$ cat src/rtl/ysyx_22050854_trap_ctrl_pkg.sv
// Shared definitions for the machine-mode trap sequencer: CSR addresses,
// trap causes, mstatus field positions, sequencer states and mstatus rewrites.
package ysyx_22050854_trap_ctrl_pkg;

  localparam logic [11:0] CSR_MSTATUS = 12'h300;
  localparam logic [11:0] CSR_MIE     = 12'h304;
  localparam logic [11:0] CSR_MTVEC   = 12'h305;
  localparam logic [11:0] CSR_MEPC    = 12'h341;
  localparam logic [11:0] CSR_MCAUSE  = 12'h342;
  localparam logic [11:0] CSR_MIP     = 12'h344;

  localparam logic [63:0] CAUSE_ECALL_M = 64'd11;
  localparam logic [63:0] CAUSE_MTIMER  = 64'h8000_0000_0000_0007;

  localparam int unsigned MSTATUS_MIE    = 3;
  localparam int unsigned MSTATUS_MPIE   = 7;
  localparam int unsigned MSTATUS_MPP_LO = 11;
  localparam int unsigned MSTATUS_MPP_HI = 12;

  typedef enum logic [2:0] {
    IDLE,
    T_RDST,
    T_SAVE,
    T_WRST,
    MR_RDST,
    MR_WRST,
    REDIR
  } state_e;

  // Trap entry stacks MIE into MPIE and disables interrupts; only M-mode exists.
  function automatic logic [63:0] mstatus_on_trap(input logic [63:0] ms);
    logic [63:0] r;
    r                                = ms;
    r[MSTATUS_MPIE]                  = ms[MSTATUS_MIE];
    r[MSTATUS_MIE]                   = 1'b0;
    r[MSTATUS_MPP_HI:MSTATUS_MPP_LO] = 2'b11;
    return r;
  endfunction

  function automatic logic [63:0] mstatus_on_mret(input logic [63:0] ms);
    logic [63:0] r;
    r                                = ms;
    r[MSTATUS_MIE]                   = ms[MSTATUS_MPIE];
    r[MSTATUS_MPIE]                  = 1'b1;
    r[MSTATUS_MPP_HI:MSTATUS_MPP_LO] = 2'b11;
    return r;
  endfunction

endpackage

$ cat src/rtl/ysyx_22050854_holdoff_cnt.sv
// Saturating down-counter that masks timer interrupts for a few cycles after
// an mstatus write, while the CSR file's interrupt flag catches up.
module ysyx_22050854_holdoff_cnt #(
  parameter int unsigned HOLDOFF = 2
) (
  input  logic clk,
  input  logic rst,
  input  logic load,
  output logic zero
);

  localparam int unsigned CW = (HOLDOFF < 2) ? 1 : $clog2(HOLDOFF + 1);
  localparam logic [CW-1:0] LOAD_VAL = CW'(HOLDOFF);

  logic [CW-1:0] cnt_q;
  logic [CW-1:0] cnt_d;

  always_comb begin
    cnt_d = cnt_q;
    if (load) begin
      cnt_d = LOAD_VAL;
    end else if (cnt_q != '0) begin
      cnt_d = cnt_q - CW'(1);
    end
  end

  always_ff @(posedge clk) begin
    if (rst) begin
      cnt_q <= '0;
    end else begin
      cnt_q <= cnt_d;
    end
  end

  assign zero = (cnt_q == '0);

endmodule

$ cat src/rtl/ysyx_22050854_trap_ctrl.sv
// Trap sequencer and CSR-port arbiter: shares the CSR file's read port and two
// write ports between CSR instructions and ecall / timer-interrupt / mret sequences.
module ysyx_22050854_trap_ctrl
  import ysyx_22050854_trap_ctrl_pkg::*;
#(
  parameter int unsigned HOLDOFF     = 2,
  parameter int unsigned MTVEC_ALIGN = 2
) (
  input  logic        clk,
  input  logic        rst,
  input  logic [63:0] inst_pc,
  input  logic        ecall,
  input  logic        mret,
  input  logic        irq_ok,
  input  logic        timer_interrupt,
  input  logic        csr_req,
  input  logic [11:0] csr_addr,
  input  logic        csr_we,
  input  logic [63:0] csr_wdata,
  output logic        csr_ack,
  output logic [63:0] csr_rdata,
  output logic        ren,
  output logic [11:0] raddr,
  input  logic [63:0] rdata,
  output logic        wen,
  output logic [11:0] waddr1,
  output logic [63:0] wdata1,
  output logic        wen2,
  output logic [11:0] waddr2,
  output logic [63:0] wdata2,
  output logic        redirect_valid,
  output logic [63:0] redirect_pc,
  output logic        busy
);

  localparam logic [63:0] ALIGN_MASK = ~((64'd1 << MTVEC_ALIGN) - 64'd1);

  state_e      state_q, state_d;
  logic [63:0] epc_q, epc_d;
  logic [63:0] cause_q, cause_d;
  logic [63:0] mstatus_q, mstatus_d;
  logic [63:0] target_q, target_d;
  logic        hold_load;
  logic        hold_zero;
  logic        take_irq;

  ysyx_22050854_holdoff_cnt #(
    .HOLDOFF (HOLDOFF)
  ) u_holdoff (
    .clk  (clk),
    .rst  (rst),
    .load (hold_load),
    .zero (hold_zero)
  );

  assign take_irq = irq_ok & timer_interrupt & hold_zero;

  always_comb begin
    // NOTE: every output and next-state value gets a default first so no path leaves one unassigned (no latches).
    state_d        = state_q;
    epc_d          = epc_q;
    cause_d        = cause_q;
    mstatus_d      = mstatus_q;
    target_d       = target_q;
    hold_load      = 1'b0;
    csr_ack        = 1'b0;
    csr_rdata      = '0;
    ren            = 1'b0;
    raddr          = '0;
    wen            = 1'b0;
    waddr1         = '0;
    wdata1         = '0;
    wen2           = 1'b0;
    waddr2         = '0;
    wdata2         = '0;
    redirect_valid = 1'b0;
    redirect_pc    = '0;
    busy           = 1'b0;

    // While rst is high every output stays quiet, so an interrupted sequence commits nothing more.
    if (!rst) begin
      busy = (state_q != IDLE);
      case (state_q)
        IDLE: begin
          if (take_irq) begin
            epc_d   = inst_pc;
            cause_d = CAUSE_MTIMER;
            state_d = T_RDST;
          end else if (ecall) begin
            epc_d   = inst_pc;
            cause_d = CAUSE_ECALL_M;
            state_d = T_RDST;
          end else if (mret) begin
            state_d = MR_RDST;
          end else if (csr_req) begin
            ren       = 1'b1;
            raddr     = csr_addr;
            csr_ack   = 1'b1;
            csr_rdata = rdata;
            if (csr_we) begin
              wen       = 1'b1;
              waddr1    = csr_addr;
              wdata1    = csr_wdata;
              hold_load = (csr_addr == CSR_MSTATUS);
            end
          end
        end
        T_RDST: begin
          ren       = 1'b1;
          raddr     = CSR_MSTATUS;
          mstatus_d = rdata;
          state_d   = T_SAVE;
        end
        T_SAVE: begin
          wen     = 1'b1;
          waddr1  = CSR_MEPC;
          wdata1  = epc_q;
          wen2    = 1'b1;
          waddr2  = CSR_MCAUSE;
          wdata2  = cause_q;
          state_d = T_WRST;
        end
        T_WRST: begin
          wen       = 1'b1;
          waddr1    = CSR_MSTATUS;
          wdata1    = mstatus_on_trap(mstatus_q);
          ren       = 1'b1;
          raddr     = CSR_MTVEC;
          target_d  = rdata;
          hold_load = 1'b1;
          state_d   = REDIR;
        end
        MR_RDST: begin
          ren       = 1'b1;
          raddr     = CSR_MSTATUS;
          mstatus_d = rdata;
          state_d   = MR_WRST;
        end
        MR_WRST: begin
          wen       = 1'b1;
          waddr1    = CSR_MSTATUS;
          wdata1    = mstatus_on_mret(mstatus_q);
          ren       = 1'b1;
          raddr     = CSR_MEPC;
          target_d  = rdata;
          hold_load = 1'b1;
          state_d   = REDIR;
        end
        REDIR: begin
          redirect_valid = 1'b1;
          redirect_pc    = target_q & ALIGN_MASK;
          state_d        = IDLE;
        end
        default: state_d = IDLE;
      endcase
    end
  end

  always_ff @(posedge clk) begin
    if (rst) begin
      state_q <= IDLE;
    end else begin
      state_q <= state_d;
    end
  end

  // NOTE: datapath registers carry no reset; they are only consumed in states that follow their load.
  always_ff @(posedge clk) begin
    epc_q     <= epc_d;
    cause_q   <= cause_d;
    mstatus_q <= mstatus_d;
    target_q  <= target_d;
  end

endmodule

$ cat config.mk
export PLATFORM = sky130hd
export DESIGN_NAME = ysyx_22050854_trap_ctrl
export DESIGN_NICKNAME = d
export VERILOG_FILES = /design/src/rtl/ysyx_22050854_trap_ctrl_pkg.sv /design/src/rtl/ysyx_22050854_holdoff_cnt.sv /design/src/rtl/ysyx_22050854_trap_ctrl.sv
export SDC_FILE = /design/constraint.sdc
export NUM_CORES = 1
export LEC_CHECK = 0
export CAP_MARGIN = 25
export CORE_AREA = 5 5 195 197
export CTS_CLUSTER_SIZE = 24
export DETAILED_ROUTE_END_ITERATION = 10
export DIE_AREA = 0 0 200 202
export PLACE_DENSITY = 0.6
export RECOVER_POWER = 50
export SYNTH_ARGS = -nofsm -noshare
export SYNTH_HDL_FRONTEND = slang
export SYNTH_SLANG_ARGS = --single-unit
$ cat constraint.sdc
create_clock -name clk -period 11.1 [get_ports clk]
set_input_delay 2.22 -clock clk [delete_from_list [all_inputs] [get_ports clk]]
set_output_delay 2.22 -clock clk [all_outputs]
set_load 0.01 [all_outputs]
==> metrics.cfg <==
[timing]
worst_pin_slew_ns = 2.90
finalCriticalPeriod_ns = 8.79
fin_worst_skew_ns = 0.0104
finalHoldViolations = 0
drv_slew = 172
relSlewSlack_pct = -93.2
rsz0062_at_grt = false
tns_ns = 0
fin_crit_sh_pct = 79.2
max_freq_ghz = 0.114
finalSetupViolCount = 0

[clocking]
cts-root-buf = clkbuf_16
clock-sinks = 195
htreeDepth = 4
cts_made_buffers = 17
clkTransAtPathRegs_ns = 0.07
hold_buffers = 0
cts-resized-gates = 0
post_cts_buffers = 0
cts_tree = done
clock_latency_ns = 0.43
clk_path_buf_depth = 2

[yosys]
yosys_warnings = 0
synth_top_family_by_area = compound AO/OA/AOI/OAI gates
yosysTopAreaCellShare_pct = 61.3
synthAdderAreaFrac_pct = 0
ys_seq_area_share_pct = 62.4
synth-seq-cells = 195
synthCells = 661
synth-edff-count = 190
ys_types = 43
async_flop_share_pct = 0
synthesis.area_mm2 = 0.00931
syn_avg_cell_area_um2 = 14.1
synth-simple-area-share_pct = 12.5
synthXorXnorAreaFrac_pct = 0.282
synth.top_cells.by_area = edfxtp_1 61%, and2_1 9.5%, o2bb2ai_2 6.8%
synth_ff_type = edfxtp_1
synth-compound-area-share_pct = 15.1
synthMuxAreaShare_pct = 0.121
synth_top_cell_by_area = edfxtp_1

[drt]
dr.pass1.iters = 5
drc = 0
post_drt_via_cell_ratio = 4.32
wirelength_mm = 31.4
routedWlPerCell_um = 20.1
antenna_left = 0
vias = 6759
drtIter0Drc = 286

[setup_path]
worstPathMaxFanout = 45
path_cells = dlygate4sd3_1, nand3_1, inv_1, nor4b_1, and3b_4, buf_4, o2bb2ai_1, clkdlybuf4s50_1
crit_slowest_cell = nor4b_1
start_kind = input port
critical_path_class = input port to output port
arrival_ns = 6.57
cp.required_ns = 8.88
cp_top_family = simple AND/OR/NAND/NOR gates
critPathBufInv = 4
critPathCaptureType = output port
crit_path_max_incr_delay_ns = 1.38

[cells_and_area]
layout-drive-gt1-share_pct = 8.27
fillers = 3440
area.sequential_mm2 = 0.00581
multi_input_area_mm2 = 0.00289
nets = 1288
final_cell_area_mm2 = 0.0144
area_delta_synth_final_pct = 54.3

[placed_design]
dp_hpwl_mm = 22.6
port_buffers = 440
place_area_mm2 = 0.0138
place.gp.congestion = 0.796

[global_route]
antenna_found_initial = 9
grt_usage_pct = 14.7
grt_max_degree = 73
grt_pass1_vias = 7148
grt.overflow.total = 0
grt_pass1_wl_mm = 45.0

[power]
p_comb_share_pct = 16.3
clkPwrFrac_pct = 34.0
ir_worst_vdd_mv = 0.0968
p_seq_share_pct = 49.6
p_sw_mw = 0.480
intPower_mw = 1.30
swShare_pct = 27.0
p_leak_nw = 4.77
p_per_area_mw_per_mm2 = 124

[floorplan]
rows = 70
die_w_um = 200
io_pins = 510
core-area_mm2 = 0.0361
start_util_pct = 25.8
die_h_um = 202
die-area_mm2 = 0.0404

[run_status]
status = finished, violations left
violations = capacitance limit, slew limit

[hold_path]
hp-class = flip-flop to flip-flop

[run]
maxCapViolations = 6

## through the flow
| stage | hold slack (ns) | utilization (%) | cells | setup WS, ns | total power, mW |
|---|---|---|---|---|---|
| after floorplan | 0.467 | - | 729 | 3.82 | 1.04 |
| after global placement | 0.480 | 38.2 | 1523 | 3.12 | 1.20 |
| after detailed placement | 0.493 | 38.3 | 1524 | 3.05 | 1.20 |
| after CTS | 0.508 | 39.8 | 1555 | 3.04 | 1.81 |
| after global routing | 0.530 | 39.8 | 1563 | 1.97 | 1.86 |
| final | 0.513 | 39.8 | 1563 | 2.31 | 1.78 |
## cell families after synthesis
group,Yosys count
other cells,1
xor+xnor,3
compound gates,145
buf+inv,127
simple gates,189
mux,1
flops,195
## path summary, 6_finish.rpt
path                           start                  to  slack [ns]  cells past startpoint
setup / recovery              irq_ok          wdata1[17]        2.31                      8
hold / removal    u_holdoff.cnt_q[1]  u_holdoff.cnt_q[1]        0.51                      2
setup reg to reg          state_q[0]           epc_q[43]        6.28                      4
hold reg to reg   u_holdoff.cnt_q[1]  u_holdoff.cnt_q[1]        0.51                      2
## layout make-up
type / instances / area share [%]
sequential: 195 / 40.4
clock buffer: 17 / 2.96
multi-input combinational: 407 / 20.1
antenna: 7 / 0.122
clock inverter: 14 / 0.993
tap: 468 / 4.08
timing repair buffer: 453 / 31.3
inverter: 2 / 0.0523
## worst register-to-register path: cells and delay by family, from the launching register on
family                 cells  cell delay, ns
AND/OR/NAND/NOR            1            0.40
AO/OA/AOI/OAI              1            0.18
flip-flops                 1            0.54
buffers and inverters      2            3.21
## power groups by stage
stage	sequential (mW)	clock, mW	combinational [mW]
CTS	0.879	0.625	0.309
global placement	0.894	0	0.305
finish	0.881	0.604	0.290
detailed placement	0.896	0	0.307
floorplan	0.893	0	0.148
global route	0.886	0.655	0.314
## flip-flops by register name (all words and copies together), names as in the netlist
| name | flops |
|---|---|
| epc_q | 64 |
| state_q | 3 |
| u_holdoff.cnt_q | 2 |
| mstatus_q | 62 |
| cause_q | 2 |
| target_q | 62 |
## cell usage in the layout, fill, tap and decap left out, types with 2 or more instances in the layout
master,count
clkdlybuf4s50_1,310
edfxtp_1,190
and2_1,141
dlygate4sd3_1,130
conb_1,69
a22oi_1,62
o2bb2ai_2,42
o2bb2ai_1,22
clkbuf_16,17
nor2_1,12
a21oi_1,12
diode_2,7
buf_4,7
nand2_1,5
clkbuf_1,5
dfxtp_1,5
nand2b_1,4
nor3_1,4
inv_8,4
nand3_1,3
nor4b_1,3
nor4_1,3
clkinv_4,3
inv_6,3
inv_1,2
xnor2_1,2
a22o_1,2
and3_1,2
and4_1,2
clkinv_8,2
## synthesized netlist by cell type, types with 2 or more instances
| cell type | n |
|---|---|
| clkbuf_1 | 17 |
| a22oi_1 | 62 |
| o2bb2ai_2 | 42 |
| inv_1 | 2 |
| and4_1 | 2 |
| nor4_1 | 3 |
| buf_2 | 18 |
| nand3_1 | 2 |
| nor3_2 | 2 |
| nor3_1 | 4 |
| o2bb2ai_1 | 22 |
| clkbuf_2 | 6 |
| nor4b_1 | 2 |
| nand2_1 | 5 |
| nor2b_1 | 2 |
| buf_4 | 77 |
| buf_12 | 4 |
| and2_1 | 142 |
| xnor2_1 | 2 |
| and3_1 | 2 |
| a22o_1 | 2 |
| nand2b_1 | 4 |
| a21oi_1 | 12 |
| dfxtp_1 | 5 |
| nor2_1 | 12 |
| buf_8 | 2 |
| edfxtp_1 | 190 |
## routing by layer
metal,global-route usage [%],wire length [um]
met4,3.71,432
met3,5.47,3260
met2,26.7,16400
met5,0,32
met1,16.1,11300
(Power assumes the default switching activity.)
==> RTL edit 1: new RTL, same flow settings <==
`HOLDOFF` is set to 2 in 2 places; all go to 4.
--- a/src/rtl/ysyx_22050854_holdoff_cnt.sv
+++ b/src/rtl/ysyx_22050854_holdoff_cnt.sv
@@ -3,3 +3,3 @@
 module ysyx_22050854_holdoff_cnt #(
-  parameter int unsigned HOLDOFF = 2
+  parameter int unsigned HOLDOFF = 4
 ) (
--- a/src/rtl/ysyx_22050854_trap_ctrl.sv
+++ b/src/rtl/ysyx_22050854_trap_ctrl.sv
@@ -5,3 +5,3 @@
 #(
-  parameter int unsigned HOLDOFF     = 2,
+  parameter int unsigned HOLDOFF     = 4,
   parameter int unsigned MTVEC_ALIGN = 2
Function: not settled (the Yosys comparison gave no result); the edit may change what the design does.
==> RTL edit 1 against the unedited design <==
- the run still ends with capacitance limit, slew limit left
- worst hold slack gained 0.026 ns
- die area is the same
- sequential power grew 4.3%
- register-to-register slack gained 0.40 ns
- cell area shrank 0.56%
- worst setup slack gained 0.83 ns
- clock skew grew 0.0046 ns
- total power grew 11%
- routed wire length grew 7.2%
- first-iteration DRC count grew 20%
- area after synthesis shrank 1.6%
- utilization shrank 0.22 points
- final cell count grew 0.96%
- sequential cell count grew 1
- largest cell class unchanged
==> RTL edit 1: results (changes against the unedited design) <==
[logic_synthesis]
synth_common_cells=edfxtp_1, buf_4, and3_1  ; was edfxtp_1, and2_1, buf_4
synth_cell_types=39  ; was 43
ys_seq_area_share_pct=63.65  ; was 62.39%
synth_area_leaders=edfxtp_1, buf_4, o2bb2ai_1  ; was edfxtp_1, and2_1, o2bb2ai_2
async_flop_share_pct=0  ; unchanged

[worst_setup_path]
cpMaxStageDelayCell=clkbuf_1  ; was nor4b_1
critPathMaxFanout=38  ; was 45
rr_startpoint=state_q[0]$_SDFFE_PP0P_  ; unchanged
worst_r2r_path_depth=3  ; was 4
critPathTopFamily=buffers and inverters  ; was simple AND/OR/NAND/NOR gates
crit_path_end=csr_rdata[23]  ; was wdata1[17]
startpoint=rst  ; was irq_ok
r2r-end=mstatus_q[41]$_DFFE_PP_  ; was epc_q[43]$_DFFE_PP_
critical_path_arrival_ns=5.75  ; was 6.57 ns
reg2reg_slack_ns=6.68  ; was 6.28 ns
slowest_delay_ns=0.94  ; was 1.38 ns

[pwr]
ir_drop_mv=0.1028  ; was 0.09675 mV
leakage_nw=5.000  ; was 4.766 nW

[global_route]
grt_max_degree=79  ; was 73
grt_pass1_vias=7568  ; was 7,148
grtUsageTotal_pct=15.87  ; was 14.70%
grt_antenna_before_repair=11  ; was 9
grt_pass1_wl_um=48260  ; was 44,970 µm

[placed_design]
place_ws_ns=3.935  ; was 3.052 ns
port_buffers=440  ; unchanged
hpwl_um=23970  ; was 22,630 µm
dpl_cell_area_mm2=0.01366  ; was 0.01381 mm²
gp_congestion=0.7862  ; was 0.7958

[sta]
skew_ns=0.01506  ; was 0.01045 ns
slew_violations=131  ; was 172
hold_ws_ns=0.5388  ; was 0.5128 ns
setup_ws_ns=3.134  ; was 2.308 ns
tightest_slew_ns=3.994  ; was 2.898 ns

[run_status]
status=complete, but fails checks  ; unchanged
violations=capacitance limit, slew limit  ; unchanged

[cells_and_area]
nets=1304  ; was 1,288
final_common_cell=clkdlybuf4s50_1  ; unchanged
layout-drive-gt1-share_pct=4.537  ; was 8.272%

[detailed_routing]
num_vias=7093  ; was 6,759
first_pass_iters=4  ; was 5
drtIter0Drc=342  ; was 286
wl_per_cell_um=21.32  ; was 20.09 µm

[min_path]
min-delay-path-class=flip-flop to flip-flop  ; unchanged

[clock_tree]
clock-root-buffer=clkbuf_16  ; unchanged

[flow_run]
maxCapViolations=3  ; was 6

## RTL edit 1: report_power, final
group | total (mW) | leakage [nW] | switching, mW | internal [mW]
Clock | 0.661 | 0.309 | 0.313 | 0.348
Sequential | 0.919 | 1.79 | 0.0237 | 0.895
Combinational | 0.387 | 2.90 | 0.221 | 0.165
Total | 1.97 | 5.00 | 0.558 | 1.41
## RTL edit 1: cell families (layout without fill, tap and decap cells)
group	count (synthesis)	in the layout	share of synthesized area, %
flip-flops	196	196	63.65
AND/OR/NAND/NOR	187	187	12.55
AO/OA/AOI/OAI	146	146	12.65
buffers and inverters	145	495	10.09
XOR/XNOR	4	4	0.3828
adder cells (fa/ha/maj)	3	3	0.4102
multiplexers	2	2	0.2324
other	1	77	0.04097
## RTL edit 1: worst min path at each step
stage / cells past startpoint / to / from
after global routing: 2 / u_holdoff.cnt_q[0]$_SDFFE_PP0P_ / u_holdoff.cnt_q[0]$_SDFFE_PP0P_
after detailed placement: 2 / u_holdoff.cnt_q[1]$_SDFFE_PP0P_ / u_holdoff.cnt_q[1]$_SDFFE_PP0P_
after global placement: 2 / u_holdoff.cnt_q[1]$_SDFFE_PP0P_ / u_holdoff.cnt_q[1]$_SDFFE_PP0P_
after floorplan: 2 / u_holdoff.cnt_q[1]$_SDFFE_PP0P_ / u_holdoff.cnt_q[1]$_SDFFE_PP0P_
after CTS: 2 / u_holdoff.cnt_q[1]$_SDFFE_PP0P_ / u_holdoff.cnt_q[1]$_SDFFE_PP0P_
final: 2 / u_holdoff.cnt_q[1]$_SDFFE_PP0P_ / u_holdoff.cnt_q[1]$_SDFFE_PP0P_
## RTL edit 1: layout make-up
| cell class | instances | area, µm² |
|---|---|---|
| tap | 468 | 585.6 |
| antenna | 8 | 20.02 |
| inverter | 11 | 41.29 |
| sequential | 196 | 5826 |
| clock inverter | 15 | 206.4 |
| clock buffer | 17 | 425.4 |
| multi-input combinational | 411 | 2685 |
| timing repair buffer | 452 | 4492 |
| fill | 3456 | 21800 |
## RTL edit 1: metal layers
layer / GRT usage, % / vias to the layer above / wire, µm
met4: 5.483 / 8 / 925
met5: 0 / - / 44
met3: 5.701 / 43 / 3288
li1: - / 3267 / -
met1: 18.62 / 3412 / 13000
met2: 26.77 / 363 / 16390
## RTL edit 1: per-stage QoR
step,util (%),cells
after floorplan,-,752
after global placement,37.79,1537
after detailed placement,37.84,1538
after CTS,39.59,1570
after global routing,39.56,1575
final,39.58,1578
## RTL edit 1: tightest hold or removal path: stages (launching register included)
cell and delay [ns]:
dfxtp_1 0.31, a21oi_1 0.12, nor4_1 0.06
==> RTL edit 2: new RTL, config.mk and constraints unchanged <==
Made on the original files. Register the output `redirect_pc`; this adds one clock of latency there. The other outputs are not delayed to match.
--- a/src/rtl/ysyx_22050854_trap_ctrl.sv
+++ b/src/rtl/ysyx_22050854_trap_ctrl.sv
@@ -36,2 +36,4 @@
   localparam logic [63:0] ALIGN_MASK = ~((64'd1 << MTVEC_ALIGN) - 64'd1);
+
+  logic [63:0] redirect_pc_d;
 
@@ -76,3 +78,3 @@
     redirect_valid = 1'b0;
-    redirect_pc    = '0;
+    redirect_pc_d  = '0;
     busy           = 1'b0;
@@ -150,3 +152,3 @@
           redirect_valid = 1'b1;
-          redirect_pc    = target_q & ALIGN_MASK;
+          redirect_pc_d  = target_q & ALIGN_MASK;
           state_d        = IDLE;
@@ -174,2 +176,6 @@
 
+  always_ff @(posedge clk) begin
+    redirect_pc <= redirect_pc_d;
+  end
+
 endmodule
Function: not settled (the Yosys comparison gave no result); the edit may change what the design does.
==> RTL edit 2 against the unedited design <==
- the run still ends with capacitance limit, slew limit left
- cell area rose by 11%
- final cell count rose by 5.4%
- synthesized cell count rose by 9.4%
- routed wire length rose by 7.8%
- maximum frequency rose by 8.8%
- area after synthesis rose by 13%
- total power rose by 35%
- clock power rose by 65%
- worst setup slack improved by 0.71 ns
- sequential cell count rose by 62
- critical path depth did not move
- largest cell class unchanged
==> RTL edit 2: results (changes against the unedited design) <==
[run_status]
status=complete, but fails checks  ; unchanged
violations=capacitance limit, slew limit  ; unchanged

[cells_and_area]
layout-drive-gt1-share_pct=8.362  ; was 8.272%
nets=1362  ; was 1,288
nFillCells=3316  ; was 3,440

[clock_tree]
cts_buffer_depth=3  ; was 2
clk_latency_ns=0.54  ; was 0.43 ns
numCtsBuffers=29  ; was 17
htreeDepth=1  ; was 4

[min_path]
min_to=redirect_pc[14]$_SDFF_PN0_  ; was u_holdoff.cnt_q[1]$_SDFFE_PP0P_
min_from=target_q[14]$_DFFE_PP_  ; was u_holdoff.cnt_q[1]$_SDFFE_PP0P_
hold_depth=1  ; was 2

[worst_setup_path]
cpMaxStageDelayCell=nor4b_2  ; was nor4b_1
worst_r2r_path_depth=5  ; was 4
critical_path_arrival_ns=5.86  ; was 6.57 ns
rr_startpoint=state_q[2]$_SDFFE_PP0P_  ; was state_q[0]$_SDFFE_PP0P_
reg2reg_slack_ns=7.50  ; was 6.28 ns
r2r-end=target_q[13]$_DFFE_PP_  ; was epc_q[43]$_DFFE_PP_
slowest_delay_ns=0.81  ; was 1.38 ns
critPathMaxFanout=40  ; was 45
critPathTopFamily=buffers and inverters  ; was simple AND/OR/NAND/NOR gates

[detailed_routing]
num_vias=7158  ; was 6,759
drtIter0Drc=240  ; was 286
wl_per_cell_um=20.54  ; was 20.09 µm

[placed_design]
gp_congestion=0.8345  ; was 0.7958
hpwl_um=24590  ; was 22,630 µm

[logic_synthesis]
synth_area_leaders=edfxtp_1, dfxtp_1, and2_1  ; was edfxtp_1, and2_1, o2bb2ai_2
ys_seq_area_share_pct=67.06  ; was 62.39%
synth_common_cells=edfxtp_1, and2_1, buf_4  ; unchanged

[sta]
slew_violations=129  ; was 172
skew_ns=0.01569  ; was 0.01045 ns
tightest_slew_ns=2.194  ; was 2.898 ns

[global_route]
grt_pass1_vias=7459  ; was 7,148
grt_pass1_wl_um=48770  ; was 44,970 µm
grtUsageTotal_pct=16.00  ; was 14.70%

[pwr]
ir_drop_mv=0.08514  ; was 0.09675 mV

[flow_run]
maxCapViolations=4  ; was 6

RTL edit 2: final cells by class:
type,instances,area [µm²],share of cell area [%]
Clock inverter,15,210.2,1.314
Timing Repair Buffer,453,4492,28.08
Clock buffer,38,789.5,4.936
Antenna cell,8,20.02,0.1252
Tap cell,468,585.6,3.661
Inverter,2,7.507,0.04693
Multi-Input combinational cell,407,2844,17.78
Sequential cell,257,7047,44.06
RTL edit 2: through the flow:
| stage | instance area, µm² | std cells | worst slack [ns] | hold WS (ns) | utilization (%) |
|---|---|---|---|---|---|
| finish | 16000 | 1648 | 3.022 | 0.4313 | 44.33 |
| global route | 15990 | 1644 | 2.747 | 0.4455 | 44.30 |
| CTS | 16020 | 1639 | 3.138 | 0.4278 | 44.39 |
| detailed placement | 15020 | 1586 | 3.164 | 0.4245 | 41.62 |
| global placement | 15000 | 1585 | 3.187 | 0.4217 | 41.57 |
| floorplan | 10760 | 791 | 3.824 | 0.4203 | - |
RTL edit 2: cells by family after synthesis:
logic type	after synthesis	share of synthesized area, %
muxes	1	0.1072
xor gates and xnor gates	3	0.2501
and+or+nand+nor	189	11.10
buffers and inverters	127	8.466
other	1	0.03569
DFF	257	67.06
AOI/OAI and AO/OA	145	12.98
RTL edit 2: metal layers:
layer  up-vias  wire, µm  track usage, %
li1       3378         -               -
met1      3368     12660           18.67
met2       358     17110           28.02
met3        52      3365           5.234
met4         2       694           4.464
met5         -        13               0
RTL edit 2: worst register-to-register path, stage by stage (launching register included):
cell and delay, ns:
dfxtp_1 0.65, xor2_1 0.21, nand2_1 0.11, nor2_1 0.23
clkbuf_1 1.34, buf_4 0.65
RTL edit 2: report_power, final:
part	internal, mW	leakage (nW)	switching, mW	total, mW
sequential	1.09	2.28	0.0165	1.11
combinational	0.132	2.66	0.161	0.293
clock	0.615	0.482	0.379	0.994
